===== src/rtl/ddr_report_fmt.sv =====
// ddr_report_fmt: formats DDR3 test completion events as ASCII lines for a UART TX FIFO.
// Optional macro DDR_REPORT_PASS_EN appends " PASS"/" FAIL" to the R line.
module ddr_report_fmt #(
    parameter int                   CNT_WIDTH = 24,
    parameter logic [CNT_WIDTH-1:0] EXPECT_OK = 24'hFFFFFF
) (
    input  logic                 clk,
    input  logic                 rst,
    input  logic                 wdone,
    input  logic                 rdone,
    input  logic [CNT_WIDTH-1:0] num_ok,
    input  logic                 fifo_full,
    output logic                 fifo_wr,
    output logic [7:0]           fifo_wdata,
    output logic                 busy
);

    localparam int DIGITS = CNT_WIDTH / 4;
`ifdef DDR_REPORT_PASS_EN
    localparam int MSG_R  = 12 + DIGITS;
`else
    localparam int MSG_R  = 7 + DIGITS;
`endif
    localparam int IW = $clog2(MSG_R);
    localparam logic [IW-1:0] LAST_W = IW'(2);
    localparam logic [IW-1:0] LAST_R = IW'(MSG_R - 1);

    if (((CNT_WIDTH % 4) != 0) || ($bits(EXPECT_OK) != CNT_WIDTH)) begin : g_bad_cfg
        $error("ddr_report_fmt: CNT_WIDTH must be a multiple of 4");
    end

    typedef enum logic [1:0] {
        IDLE,
        SEND_W,
        SEND_R
    } state_t;

    state_t                state;
    state_t                state_nx;
    logic                  prev_w;
    logic                  prev_r;
    logic                  pend_w;
    logic                  pend_r;
    logic [CNT_WIDTH-1:0]  snap;
    logic [CNT_WIDTH-1:0]  cur_snap;
    logic [IW-1:0]         idx;
    logic                  edge_w;
    logic                  edge_r;
    logic                  start_w;
    logic                  start_r;
    logic                  last;
    logic                  wr;
    logic [7:0]            ch;
    logic [39:0]           tag;

    assign edge_w  = wdone & ~prev_w;
    assign edge_r  = rdone & ~prev_r;
    assign start_w = (state == IDLE) & pend_w;
    assign start_r = (state == IDLE) & ~pend_w & pend_r;

`ifdef DDR_REPORT_PASS_EN
    assign tag = (cur_snap == EXPECT_OK) ? " PASS" : " FAIL";
`else
    assign tag = '0;
`endif

    function automatic logic [7:0] hex(input logic [3:0] n);
        return (n < 4'd10) ? (8'h30 + {4'h0, n}) : (8'h37 + {4'h0, n});
    endfunction

    // State register.
    always_ff @(posedge clk) begin
        if (rst) begin
            state <= IDLE;
        end else begin
            state <= state_nx;
        end
    end

    // Next-state and write strobe; a reset cycle never writes.
    always_comb begin
        state_nx = state;
        wr       = 1'b0;
        last     = 1'b0;
        unique case (state)
            IDLE: begin
                if (pend_w) begin
                    state_nx = SEND_W;
                end else if (pend_r) begin
                    state_nx = SEND_R;
                end
            end
            SEND_W: begin
                wr   = ~fifo_full;
                last = (idx == LAST_W);
                if (wr && last) begin
                    state_nx = IDLE;
                end
            end
            SEND_R: begin
                wr   = ~fifo_full;
                last = (idx == LAST_R);
                if (wr && last) begin
                    state_nx = IDLE;
                end
            end
            default: state_nx = IDLE;
        endcase
        if (rst) begin
            wr = 1'b0;
        end
    end

    // Character decode from state, index and the frozen snapshot.
    always_comb begin
        ch = 8'h00;
        if (state == SEND_W) begin
            if (idx == IW'(0)) begin
                ch = 8'h57;
            end else if (idx == IW'(1)) begin
                ch = 8'h0D;
            end else begin
                ch = 8'h0A;
            end
        end else if (state == SEND_R) begin
            if (idx == IW'(0)) ch = 8'h52;
            if (idx == IW'(1)) ch = 8'h20;
            if (idx == IW'(2)) ch = 8'h4F;
            if (idx == IW'(3)) ch = 8'h4B;
            if (idx == IW'(4)) ch = 8'h3D;
            for (int i = 0; i < DIGITS; i++) begin
                if (idx == IW'(5 + i)) begin
                    ch = hex(cur_snap[4*(DIGITS-1-i) +: 4]);
                end
            end
`ifdef DDR_REPORT_PASS_EN
            for (int k = 0; k < 5; k++) begin
                if (idx == IW'(5 + DIGITS + k)) begin
                    ch = tag[8*(4-k) +: 8];
                end
            end
`endif
            if (idx == LAST_R - IW'(1)) ch = 8'h0D;
            if (idx == LAST_R) ch = 8'h0A;
        end
        if (rst) begin
            ch = 8'h00;
        end
    end

    // Edge capture, pending flags, snapshots and character index.
    always_ff @(posedge clk) begin
        if (rst) begin
            prev_w   <= 1'b0;
            prev_r   <= 1'b0;
            pend_w   <= 1'b0;
            pend_r   <= 1'b0;
            snap     <= '0;
            cur_snap <= '0;
            idx      <= '0;
        end else begin
            prev_w <= wdone;
            prev_r <= rdone;
            pend_w <= edge_w | (pend_w & ~start_w);
            pend_r <= edge_r | (pend_r & ~start_r);
            if (edge_r) begin
                snap <= num_ok;
            end
            if (start_r) begin
                cur_snap <= snap;
            end
            if (start_w || start_r) begin
                idx <= '0;
            end else if (wr) begin
                idx <= last ? '0 : idx + IW'(1);
            end
        end
    end

    assign fifo_wr    = wr;
    assign fifo_wdata = ch;
    assign busy       = (state != IDLE) | pend_w | pend_r;

    logic unused_tag;
    assign unused_tag = ^tag;

endmodule


===== config.mk =====
export PLATFORM = sky130hd
export DESIGN_NAME = ddr_report_fmt
export DESIGN_NICKNAME = d
export VERILOG_FILES = /design/src/rtl/ddr_report_fmt.sv
export SDC_FILE = /design/constraint.sdc
export NUM_CORES = 1
export LEC_CHECK = 0
export CAP_MARGIN = 10
export CORE_MARGIN = 4
export CORE_UTILIZATION = 56
export CTS_CLUSTER_DIAMETER = 200
export DETAILED_ROUTE_END_ITERATION = 7
export PLACE_DENSITY_LB_ADDON = 0.12
export RECOVER_POWER = 100
export REMOVE_ABC_BUFFERS = 1
export SYNTH_ARGS = -nofsm -noshare
export SYNTH_HDL_FRONTEND = slang
export SYNTH_SLANG_ARGS = --single-unit

===== constraint.sdc =====
create_clock -name clk -period 2.5 [get_ports clk]
set_clock_uncertainty 0.2 [all_clocks]
set_input_delay 0.5 -clock clk [delete_from_list [all_inputs] [get_ports clk]]
set_output_delay 0.5 -clock clk [all_outputs]
set_load 0.01 [all_outputs]

==> summary.txt <==
Final layout
  • Diode count: 0
  • Layout cell share with drive strength beyond 1: 28.4%
  • Layout Nets: 635
  • Final std cells w/o fill: 673
  • Layout area overhead: 45.5%
  • Post-route cell area: 4970 um^2

Hold path
  • Hold Path Depth: 2
  • HP Class: register to register

Synth
  • Syn_area_per_cell: 7.23 um^2
  • Gate Count Post-Synth: 473
  • Share of the synthesized area in the top cell type: 34.0%
  • Area leader, netlist: dfxtp_1
  • Most frequent cell after synthesis: nand2_1
  • Commonest cells in the synthesized netlist: nand2_1 (109), a21oi_1 (77), dfxtp_1 (58)
  • Synth area leaders: dfxtp_1 (34%), nand2_1 (12%), a21oi_1 (11%)
  • Seq/Total Area, Yosys: 34.0%
  • EDFF count, synth: 0
  • Yosys Warn Count: 0
  • Async SR Flop Fraction: 0%
  • Most used DFF post-synth: dfxtp_1
  • Area of the mapped netlist: 3420 um^2
  • Yosys reg bits: 58
  • Post-synth cell types: 62

Global routing
  • Gr ovfl total: 0
  • First-pass GRT wire length: 18400 um
  • Vias in the first global route: 3880
  • GR Util met2: 54.3%
  • GR Util All Layers: 31.6%
  • Global Route met3 Usage: 7.49%
  • Met1 Use GR: 38.0%
  • Largest net degree at the start of global routing: 48
  • Initial antenna violation count: 0
  • Gr busiest metal: met2

Setup path
  • Crit-path max FO: 10
  • Startpoint Class: register
  • CP peak stage delay: 390 ps
  • Critical Path Slowest Stage Cell: or3_1
  • CP endpoint kind: output pin
  • Critical path, cell by cell: inv_4 -> ha_2 -> buf_6 -> inv_1 -> or2_1 -> or3_1 -> o21ai_2 -> a2111oi_4 -> buf_2
  • Worst reg-to-reg path cell count: 8
  • Worst path arrival time: 2230 ps
  • WP data required: 1800 ps
  • Critical path class: register to output pin

STA
  • Fin crit share: 117%
  • Peak Freq: 341 MHz
  • Hold Vio Cnt, Final: 0
  • Max transition margin: 35.8%
  • Slew Limit Fails: 0
  • RSZ-0062 raised after global routing: yes
  • Worst-Margin Slew: 963 ps
  • Finish-stage setup viols: 7
  • Final WS setup: -431 ps
  • Period minus WS final: 2930 ps

Drt
  • Drt wl/cell: 18.0 um
  • Post-route ant nets: 0
  • Via-to-Cell Ratio: 6.10
  • Drt first pass iters: 6
  • Via count: 4107
  • Drc violations: 0
  • Initial DRC count: 463
  • Detailed Route WL: 12100 um

Clock network
  • Clock slew at reported path FFs: 60 ps
  • CTS tree: built
  • Total CTS buffers: 9
  • CTS Buffer Depth: 2
  • CTS sink count: 58
  • Worst-skew pair later-pin latency: 340 ps
  • H-tree depth reported by CTS: 3
  • Clock root buffer: clkbuf_8

Floorplanning
  • Starting Density: 57.7%
  • Core area: 5920 um^2
  • Die W: 86.1 um
  • I/O pins: 39
  • Die area: 7420 um^2
  • Std-Cell Rows: 28
  • Die Height: 86.1 um

Pwr
  • Worst vdd ir: 405 uV
  • Overall power: 2.75 mW
  • Switching Power: 0.820 mW
  • Sequential fraction of design power: 36.6%
  • Combinational power share: 26.8%
  • P_leak: 1.92 nW
  • PwrDens: 553 nW/um^2
  • Clock Power Share: 36.6%
  • Internal power: 1.93 mW
  • Sw frac: 29.8%

Flow run
  • Max_cap viols: 0

Outcome
  • Failing checks: setup timing
  • Status: finished, violations left

Placement
  • Placed Instances: 650
  • GP Congestion: 0.950
  • DP HPWL: 7680 um
  • Dpl cell area: 4480 um^2
  • Number of port buffers: 37
[power by group through the flow]
stage,clock network [mW],registers [mW],logic [mW]
finish,1.01,1.01,0.735
global route,1.05,1.01,0.805
CTS,1.01,1.01,0.707
detailed placement,0,1.02,0.692
global placement,0,1.02,0.674
floorplan,0,1.02,0.337
[path summary, 6_finish.rpt]
kind                            slack, ps                        end             startpoint
worst max-delay path                 -430              fifo_wdata[5]    idx[0]$_SDFFE_PP0P_
worst min-delay path                  250  cur_snap[11]$_SDFFE_PP0P_  snap[11]$_SDFFE_PP0P_
worst max register to register         70   cur_snap[1]$_SDFFE_PP0P_  state[1]$_SDFFE_PP0P_
worst min register to register        250  cur_snap[11]$_SDFFE_PP0P_  snap[11]$_SDFFE_PP0P_
[logic make-up (layout without fill, tap and decap cells)]
kind of cell | count (synthesis) | after routing | synth area share, %
other | 1 | 1 | 0.110
AOI/OAI and AO/OA | 149 | 149 | 26.3
muxes | 1 | 1 | 0.293
buffers and inverters | 54 | 179 | 6.44
and+or+nand+nor | 191 | 191 | 26.6
DFF | 58 | 58 | 34.0
xor gates and xnor gates | 6 | 6 | 1.54
adders and majority gates | 13 | 13 | 4.76
[critical path, delay by kind of cell (launching register included)]
kind                     cells  cell delay [ps]
flip-flops                   1              380
adder cells (fa/ha/maj)      1              220
buffers and inverters        4              460
AND/OR/NAND/NOR              2              650
AO/OA/AOI/OAI                2              190
[area by class of cell]
type | instances | area [um^2]
clock buffer | 12 | 155
clock inverter | 4 | 73.8
fill | 356 | 947
inverter | 23 | 91.3
multi-input combinational | 361 | 2270
sequential | 58 | 1170
tap | 75 | 93.8
timing repair buffer | 140 | 1110
[through the flow]
step	TNS (ps)	utilization, %	hold slack, ps	worst slack [ps]
after floorplan	-294	-	226	-294
after detailed placement	-4670	75.6	247	-738
after global routing	-4720	84.0	268	-485
after CTS	-2220	82.7	256	-368
final	-2550	84.0	254	-431
after global placement	-3980	75.6	236	-641
[sequential cells by signal, summed over array words and instances, names as in the netlist]
signal,flops
pend_w,1
prev_w,1
state,2
pend_r,1
idx,4
cur_snap,24
snap,24
prev_r,1
[repair_timing]
item,in CTS,in global routing
gates resized for setup,92,18
setup endpoints to repair,9,9
hold buffers,0,0
pin swaps,24,11
setup buffers,4,4
cloned,1,0
[cell usage in the layout (no fill, tap or decap), drive strengths merged, types with 5 or more instances in the layout]
master / n
nor2b: 12
a211oi: 7
nand3b: 5
buf: 108
nand2: 109
clkbuf: 16
clkdlybuf4s50: 25
nor2: 19
ha: 13
inv: 23
dfxtp: 58
o21ai: 24
a21oi: 77
nor3: 5
xnor2: 6
nand2b: 12
[layer usage]
| layer | vias up | part of all wire, % | wire, um |
|---|---|---|---|
| li1 | 1890 | - | - |
| met5 | - | 0 | 0 |
| met2 | 268 | 48 | 5820 |
| met1 | 1876 | 39 | 4730 |
| met4 | 0 | 5.0 | 601 |
| met3 | 73 | 7.8 | 945 |
Power figures use the tool's default switching activity.
